## src/rtl/ln_norm_sequencer.sv

```systemverilog
// Per-sample sequencer for the linearize/normalize datapath: clear, launch,
// collect both ACKs (with timeout guard), then hold the result pair on valid/ready.
module ln_norm_sequencer #(
   parameter int P          = 32,
   parameter int CLR_CYCLES = 2,
   parameter int TIMEOUT    = 1024
) (
   input  logic         CLK,
   input  logic         RST_N,
   input  logic         IN_VALID,
   output logic         IN_READY,
   input  logic [P-1:0] I_IN,
   input  logic [P-1:0] V_IN,
   output logic [P-1:0] I,
   output logic [P-1:0] V,
   output logic         RST_LN_FF,
   output logic         Begin_FSM_I,
   output logic         Begin_FSM_V,
   input  logic         ACK_I,
   input  logic         ACK_V,
   input  logic         O_F,
   input  logic         U_F,
   input  logic [P-1:0] RESULT_I,
   input  logic [P-1:0] RESULT_V,
   output logic         OUT_VALID,
   input  logic         OUT_READY,
   output logic [P-1:0] OUT_I,
   output logic [P-1:0] OUT_V,
   output logic         OUT_OF,
   output logic         OUT_UF,
   output logic         OUT_TO
);

   localparam int CW = (CLR_CYCLES > 1) ? $clog2(CLR_CYCLES) : 1;
   localparam int TW = $clog2(TIMEOUT);

   typedef enum logic [2:0] {IDLE, CLR, START, WAIT, DONE} state_t;

   state_t        state;
   logic [CW-1:0] clr_cnt;
   logic [TW-1:0] tcnt;
   logic          i_seen;
   logic          v_seen;

   always_ff @(posedge CLK) begin
      if (!RST_N) begin
         state       <= IDLE;
         clr_cnt     <= '0;
         tcnt        <= '0;
         i_seen      <= 1'b0;
         v_seen      <= 1'b0;
         IN_READY    <= 1'b0;
         RST_LN_FF   <= 1'b1;
         Begin_FSM_I <= 1'b0;
         Begin_FSM_V <= 1'b0;
         OUT_VALID   <= 1'b0;
         I           <= '0;
         V           <= '0;
         OUT_I       <= '0;
         OUT_V       <= '0;
         OUT_OF      <= 1'b0;
         OUT_UF      <= 1'b0;
         OUT_TO      <= 1'b0;
      end else begin
         case (state)
            IDLE: begin
               IN_READY  <= 1'b1;
               RST_LN_FF <= 1'b0;
               // per-conversion state is cleared here, on the transition into CLR
               if (IN_READY && IN_VALID) begin
                  I         <= I_IN;
                  V         <= V_IN;
                  IN_READY  <= 1'b0;
                  RST_LN_FF <= 1'b1;
                  clr_cnt   <= '0;
                  tcnt      <= '0;
                  i_seen    <= 1'b0;
                  v_seen    <= 1'b0;
                  OUT_OF    <= 1'b0;
                  OUT_UF    <= 1'b0;
                  OUT_TO    <= 1'b0;
                  state     <= CLR;
               end
            end
            CLR: begin
               if (clr_cnt == CW'(CLR_CYCLES - 1)) begin
                  RST_LN_FF   <= 1'b0;
                  Begin_FSM_I <= 1'b1;
                  Begin_FSM_V <= 1'b1;
                  state       <= START;
               end else begin
                  clr_cnt <= clr_cnt + 1'b1;
               end
            end
            START: begin
               Begin_FSM_I <= 1'b0;
               Begin_FSM_V <= 1'b0;
               state       <= WAIT;
            end
            WAIT: begin
               if (ACK_I && !i_seen) begin
                  OUT_I  <= RESULT_I;
                  i_seen <= 1'b1;
               end
               if (ACK_V && !v_seen) begin
                  OUT_V  <= RESULT_V;
                  v_seen <= 1'b1;
               end
               OUT_OF <= OUT_OF | O_F;
               OUT_UF <= OUT_UF | U_F;
               if ((i_seen || ACK_I) && (v_seen || ACK_V)) begin
                  OUT_VALID <= 1'b1;
                  state     <= DONE;
               end else if (tcnt == TW'(TIMEOUT - 1)) begin
                  OUT_VALID <= 1'b1;
                  OUT_TO    <= 1'b1;
                  if (!(i_seen || ACK_I)) OUT_I <= '0;
                  if (!(v_seen || ACK_V)) OUT_V <= '0;
                  state     <= DONE;
               end else begin
                  tcnt <= tcnt + 1'b1;
               end
            end
            DONE: begin
               if (OUT_READY) begin
                  OUT_VALID <= 1'b0;
                  IN_READY  <= 1'b1;
                  state     <= IDLE;
               end
            end
            default: state <= IDLE;
         endcase
      end
   end

endmodule
```

## config.mk

```make
export PLATFORM = sky130hd
export DESIGN_NAME = ln_norm_sequencer
export DESIGN_NICKNAME = d
export VERILOG_FILES = /design/src/rtl/ln_norm_sequencer.sv
export SDC_FILE = /design/constraint.sdc
export NUM_CORES = 1
export LEC_CHECK = 0
export CORE_ASPECT_RATIO = 0.8
export CORE_MARGIN = 2
export CORE_UTILIZATION = 41
export CTS_CLUSTER_SIZE = 30
export DETAILED_ROUTE_END_ITERATION = 10
export PLACE_DENSITY = 0.91
export SLEW_MARGIN = 30
export SYNTH_ARGS = -nofsm -noshare
export SYNTH_HDL_FRONTEND = slang
export SYNTH_SLANG_ARGS = --single-unit
```

## constraint.sdc

```tcl
create_clock -name CLK -period 2.24 [get_ports CLK]
set_input_delay 0.448 -clock CLK [delete_from_list [all_inputs] [get_ports CLK]]
set_output_delay 0.448 -clock CLK [all_outputs]
set_load 0.02 [all_outputs]
```

==> results of run 1 <==
-- through the flow --
step | power (uW) | instances | hold WS, ns
detailed placement | 4780 | 1110 | 0.446
global placement | 4750 | 1110 | 0.440
floorplan | 3970 | 687 | 0.460
finish | 7780 | 1142 | 0.452
global route | 8100 | 1142 | 0.468
CTS | 7840 | 1142 | 0.455
-- kinds of logic after synthesis --
group,share of synthesized area [%]
adder cells (fa/ha/maj),0.223
buffers and inverters,5.47
AND/OR/NAND/NOR,22.4
flip-flops,54.0
AO/OA/AOI/OAI,16.7
XOR/XNOR,1.25
-- routing by layer --
metal | GRT usage [%] | wire, um | vias to the layer above
met5 | 0 | 0 | -
met4 | 7.89 | 336 | 0
met3 | 9.75 | 1620 | 35
met2 | 36.7 | 7870 | 215
met1 | 24.4 | 6530 | 2544
li1 | - | - | 2767
-- critical path, delay by kind of cell (launching register included) --
family          cells  cell delay, ns
flops               1            0.47
compound gates      1            0.07
simple gates        4            1.32
-- power by group --
| group | switching, uW | total, uW | leakage (uW) | internal [uW] |
|---|---|---|---|---|
| logic | 863 | 1680 | 0.00164 | 815 |
| clock network | 1250 | 3050 | 0.000306 | 1800 |
| registers | 143 | 3040 | 0.00122 | 2900 |
| total | 2260 | 7780 | 0.00317 | 5520 |
-- final cells by class --
cell class | count | share of cell area [%]
Tap cell | 180 | 2.46
Clock inverter | 15 | 2.20
Sequential cell | 151 | 33.1
Multi-Input combinational cell | 483 | 24.9
Clock buffer | 17 | 4.65
Inverter | 2 | 0.0821
Timing Repair Buffer | 294 | 32.6
-- path summary, 6_finish.rpt --
check | end | slack [ns] | cells past startpoint
setup / recovery | OUT_I[4] | 0.26 | 5
hold / removal | V[10] | 0.45 | 2
setup reg to reg | OUT_I[4] | 0.26 | 5
hold reg to reg | V[10] | 0.45 | 2
-- sequential cells by signal (all words and copies together) (netlist names) --
signal,cells
I,32
OUT_I,32
OUT_V,32
V,32
tcnt,10
state,3
Begin_FSM_V,1
IN_READY,1
OUT_OF,1
OUT_TO,1
OUT_UF,1
OUT_VALID,1
RST_LN_FF,1
clr_cnt,1
i_seen,1
v_seen,1
-- cells in the final DEF (no fill, tap or decap), types with 2 or more instances in the layout --
cell type | Yosys | final
o2111ai_1 | 3 | 3
clkdlybuf4s50_1 | 0 | 271
nor2_1 | 18 | 16
a21oi_1 | 142 | 142
inv_6 | 0 | 7
dfxtp_1 | 151 | 151
xor2_1 | 6 | 6
buf_12 | 0 | 8
inv_8 | 0 | 3
nand2_1 | 268 | 268
clkbuf_16 | 0 | 17
buf_4 | 9 | 15
o21ai_1 | 2 | 2
xnor2_1 | 2 | 2
o31ai_4 | 2 | 2
o21a_1 | 2 | 2
nor2_2 | 3 | 5
nand3_1 | 3 | 3
nor3_1 | 2 | 2
o21ai_0 | 2 | 2
bufinv_16 | 0 | 3
==> results.sh, run 1 <==
export IMPL_clockBufferDepth=2
export IMPL_critPathCaptureType="flop"
export IMPL_pin_count=272
export IMPL_status="finished, final reports clean"
export IMPL_synth_nets=824
export IMPL_wl_per_cell_um=14.3
export IMPL_drv_cap=0
export IMPL_arrival_ns=2.29
export IMPL_synth_top_area_share_pct=54.0
export IMPL_cpMaxStageDelayCell="or2_2"
export IMPL_cp_common_cell="nand2_1"
export IMPL_final_core_util_pct=68.0
export IMPL_path_max_fanout=32
export IMPL_num_antenna_cells=0
export IMPL_die_x_um=135
export IMPL_drt_iter0_markers=255
export IMPL_grt_max_degree=59
export IMPL_grt_antenna_before_repair=0
export IMPL_post_route_period_util_pct=88.6
export IMPL_numCtsBuffers=17
export IMPL_multi_input_area_um2=2280
export IMPL_firstDrtPassIters=5
export IMPL_finalSetupViolCount=0
export IMPL_final_antenna_net_count=0
export IMPL_clkSlewWorstSetupHoldPaths_ns=0.07
export IMPL_synth_area_top_cells="dfxtp_1, nand2_1, a21oi_1"
export IMPL_synth_top_cell_by_area="dfxtp_1"
export IMPL_startpoint="state[1]"
export IMPL_synthFlopType="dfxtp_1"
export IMPL_final_area_um2=9140
export IMPL_fin_nets=1086
export IMPL_vias=5561
export IMPL_drive_above_1_share_pct=7.48
export IMPL_hold_viol=0
export IMPL_synth_most_common_cell="nand2_1"
export IMPL_grt_pass1_wl_um=25400
export IMPL_dpl_hpwl_um=11800
export IMPL_fin_crit_ns=1.98
export IMPL_io_buffers=271
export IMPL_htree_levels=4
export IMPL_grt_pass1_vias=5313
export IMPL_worstMarginPinSlew_ns=0.601
export IMPL_fillers=1032
export IMPL_ir_worst_vdd_mv=0.536
export IMPL_clock_skew_ns=0.0110
export IMPL_syn_to_final_growth_pct=63.3
export IMPL_rsz0062_at_grt="false"
export IMPL_grt_use_total_pct=21.8
export IMPL_seqCellArea_um2=3020
export IMPL_min_delay_start="V[10]"
export IMPL_hp_class="reg -> reg"
export IMPL_synth_distinct_cells=48
export IMPL_p_leak_uw=0.00317
export IMPL_pre_cts_ws_ns=0.0108
export IMPL_drc=0
export IMPL_clock_fmax_mhz=504
export IMPL_cts_repair_resized=0
export IMPL_core_area_um2=13500
export IMPL_max_stage_delay_ns=0.54
export IMPL_p_per_area_nw_per_um2=850
export IMPL_yosys_register_bits=151
export IMPL_fin_tns_setup_ns=0
export IMPL_setup_ws_ns=0.256
export IMPL_yosys_warnings=0
export IMPL_worstSetupPathType="reg -> reg"
export IMPL_clk_latency_ns=0.42
export IMPL_synthArstFlopShare_pct=0
export IMPL_synthCells=687
export IMPL_post_cts_buffers=0
export IMPL_required_ns=2.54
export IMPL_vias_per_cell=4.87
export IMPL_ys_seq_area_share_pct=54.0
export IMPL_cts_tree="built"
export IMPL_grt_overflow_total=0
export IMPL_initial_utilization_pct=41.6
export IMPL_netlist_area_um2=5600
export IMPL_worstReg2RegStart="state[1]"
export IMPL_cts_root_buf="clkbuf_16"
export IMPL_totalWireLength_um=16400
export IMPL_maxSlewHeadroom_pct=60.0
export IMPL_slew_viol_final=0
export IMPL_fp_row_count=38
export IMPL_synth_edf_count=0
export IMPL_cts_hold_buffers=0
export IMPL_crit_chain="and3b_1 -> nand2_1 -> or2_2 -> nand2_1 -> a21oi_1"
export IMPL_startpoint_type="flop"
export IMPL_placed_area_um2=8520
export IMPL_avgSynthCellArea_um2=8.15
export IMPL_ys_top_cells_by_count="nand2_1, dfxtp_1, a21oi_1"
export IMPL_clock_sinks=151
export IMPL_dieArea_um2=14600
export IMPL_gp_congestion=0.780
export IMPL_chipHeight_um=109
(Power assumes the default switching activity.)
==> run 2, diff against run 1 <==
--- a/config.mk
+++ b/config.mk
@@ -10,6 +10,7 @@
 export CORE_UTILIZATION = 41
 export CTS_CLUSTER_SIZE = 30
 export DETAILED_ROUTE_END_ITERATION = 10
+export GPL_TIMING_DRIVEN = 0
 export PLACE_DENSITY = 0.91
 export SLEW_MARGIN = 30
 export SYNTH_ARGS = -nofsm -noshare
==> run 2 against run 1 <==
Cell count rose by 2.4%. Die area unchanged. Sequential power about the same. Worst setup slack lost 0.10 ns. Via count rose by 1.7%. Non-clock buffer count increased by 27. Sequential share of layout area grew 0.16 points. Sequential cell count unchanged.
==> results.sh, run 2 (synthesis results as in run 1) <==
export IMPL_hold_viol=0
export IMPL_final_antenna_net_count=0
export IMPL_totalWireLength_um=17200
export IMPL_layout_commonest_cell="clkdlybuf4s50_1"
export IMPL_p_seq_share_pct=40.4
export IMPL_cts_hold_buffers=0
export IMPL_clkSlewWorstSetupHoldPaths_ns=0.06
export IMPL_final_area_um2=9100
export IMPL_ir_worst_vdd_mv=0.695
export IMPL_gp_congestion=0.832
export IMPL_finalHoldWorstSlack_ns=0.452
export IMPL_num_antenna_cells=0
export IMPL_grt_use_total_pct=22.6
export IMPL_dpl_cell_count=1137
export IMPL_status="finished, final reports clean"
export IMPL_vias_per_cell=4.84
export IMPL_final_cells=1169
export IMPL_p_leak_uw=0.00316
export IMPL_vias=5655
export IMPL_cp_buffers_inverters=1
export IMPL_grt_antenna_before_repair=0
export IMPL_clock_skew_ns=0.0128
export IMPL_internal_power_uw=5320
export IMPL_multi_input_area_um2=2270
export IMPL_hp_class="reg -> reg"
export IMPL_required_ns=2.54
export IMPL_gr_usage_met2_pct=39.2
export IMPL_clock_fmax_mhz=480
export IMPL_rsz0062_at_grt="false"
export IMPL_fin_nets=1113
export IMPL_chipHeight_um=109
export IMPL_fin_crit_ns=2.08
export IMPL_initial_utilization_pct=41.6
export IMPL_cts_root_buf="clkbuf_16"
export IMPL_drv_cap=0
export IMPL_worstReg2RegStart="tcnt[0]"
export IMPL_total_power_uw=7500
export IMPL_sw_frac_of_total_pct=29.1
export IMPL_slew_viol_final=0
export IMPL_grt_pass1_wl_um=26100
export IMPL_die_x_um=135
export IMPL_min_delay_start="I[31]"
export IMPL_drt_iter0_markers=224
export IMPL_switchingPower_uw=2180
export IMPL_startpoint="tcnt[0]"
export IMPL_cp_top_family="compound AO/OA/AOI/OAI gates"
export IMPL_placed_area_um2=8530
export IMPL_maxSlewHeadroom_pct=54.5
export IMPL_core_area_um2=13500
export IMPL_busiest_layer="met2"
export IMPL_crit_chain="ha_1 -> and4_4 -> buf_6 -> a311oi_4 -> nor2_4 -> o21a_1 -> o21a_1"
export IMPL_use_met1_pct=25.9
export IMPL_cp_common_cell="o21a_1"
export IMPL_path_max_fanout=10
export IMPL_pin_count=272
export IMPL_worstMarginPinSlew_ns=0.683
export IMPL_grt_max_degree=17
export IMPL_grt_pass1_vias=5319
export IMPL_clk_latency_ns=0.41
export IMPL_numCtsBuffers=17
export IMPL_grt_overflow_total=0
export IMPL_drive_above_1_share_pct=7.89
export IMPL_grt_use_met3_pct=8.53
export IMPL_wl_per_cell_um=14.7
export IMPL_cts_repair_resized=0
export IMPL_post_cts_buffers=0
export IMPL_finalSetupViolCount=0
export IMPL_p_comb_share_pct=23.0
export IMPL_htree_levels=4
export IMPL_fillers=1067
export IMPL_firstDrtPassIters=4
export IMPL_power_frac_clock_pct=36.6
export IMPL_clock_sinks=151
export IMPL_max_stage_delay_ns=0.60
export IMPL_p_per_area_nw_per_um2=824
export IMPL_fp_row_count=38
export IMPL_arrival_ns=2.38
export IMPL_drc=0
export IMPL_critPathCaptureType="flop"
export IMPL_startpoint_type="flop"
export IMPL_post_route_period_util_pct=93.1
export IMPL_syn_to_final_growth_pct=62.5
export IMPL_io_buffers=270
export IMPL_cts_tree="built"
export IMPL_dpl_hpwl_um=12900
export IMPL_dieArea_um2=14600
export IMPL_clockBufferDepth=2
export IMPL_seqCellArea_um2=3020
export IMPL_worstSetupPathType="reg -> reg"
export IMPL_cpMaxStageDelayCell="a311oi_4"
export IMPL_layout_cells_most_common_list="clkdlybuf4s50_1, nand2_1, dfxtp_1"
run 2: cell count changes in the layout (fill, tap and decap cells not counted), sizes merged:
cell / previous run / this run
clkdlybuf4s50: 271 / 270
clkinv: 1 / 2
bufinv: 3 / 1
buf: 23 / 33
clkinvlp: 1 / 5
inv: 12 / 6
clkbuf: 17 / 38
run 2: final timing paths:
check / endpoint / cells past startpoint / slack, ns
worst max-delay path: tcnt[6] / 7 / 0.16
worst min-delay path: I[31] / 2 / 0.45
worst max register to register: tcnt[6] / 7 / 0.16
worst min register to register: I[31] / 2 / 0.45
run 2: worst register-to-register path: stages (launching register included):
cell and delay (ns):
dfxtp_1 0.34, ha_1 0.24, and4_4 0.20, buf_6 0.13
a311oi_4 0.60, nor2_4 0.10, o21a_1 0.20, o21a_1 0.17
run 2: through the flow:
stage          util [%]  setup slack (ns)  setup TNS (ns)
4_1_cts            67.6             0.169               0
3_5_place_dp       63.4            -0.106           -1.67
2_1_floorplan         -             0.377               0
3_3_place_gp       63.4           -0.0725          -0.682
6_report           67.6             0.155               0
5_1_grt            67.6            0.0238               0
run 2: per-layer routing:
metal,up-vias,part of all wire (%)
met5,-,0
met4,0,1.1
met3,15,9.1
met2,211,48
met1,2601,41
li1,2828,-
run 2: final cells by class:
cell class	instances	share of cell area (%)
sequential	151	33.2
timing repair buffer	270	29.7
inverter	2	0.0825
clock buffer	20	5.02
tap	180	2.48
clock inverter	12	1.27
buffer	51	3.29
multi-input combinational	483	24.9
run 2: power by group through the flow:
stage / Combinational [uW] / Clock, uW / Sequential (uW)
after global routing: 1860 / 2910 / 3050
after floorplan: 673 / 0 / 3300
after CTS: 1740 / 2800 / 3030
after detailed placement: 1720 / 0 / 3090
final: 1730 / 2750 / 3030
after global placement: 1690 / 0 / 3070
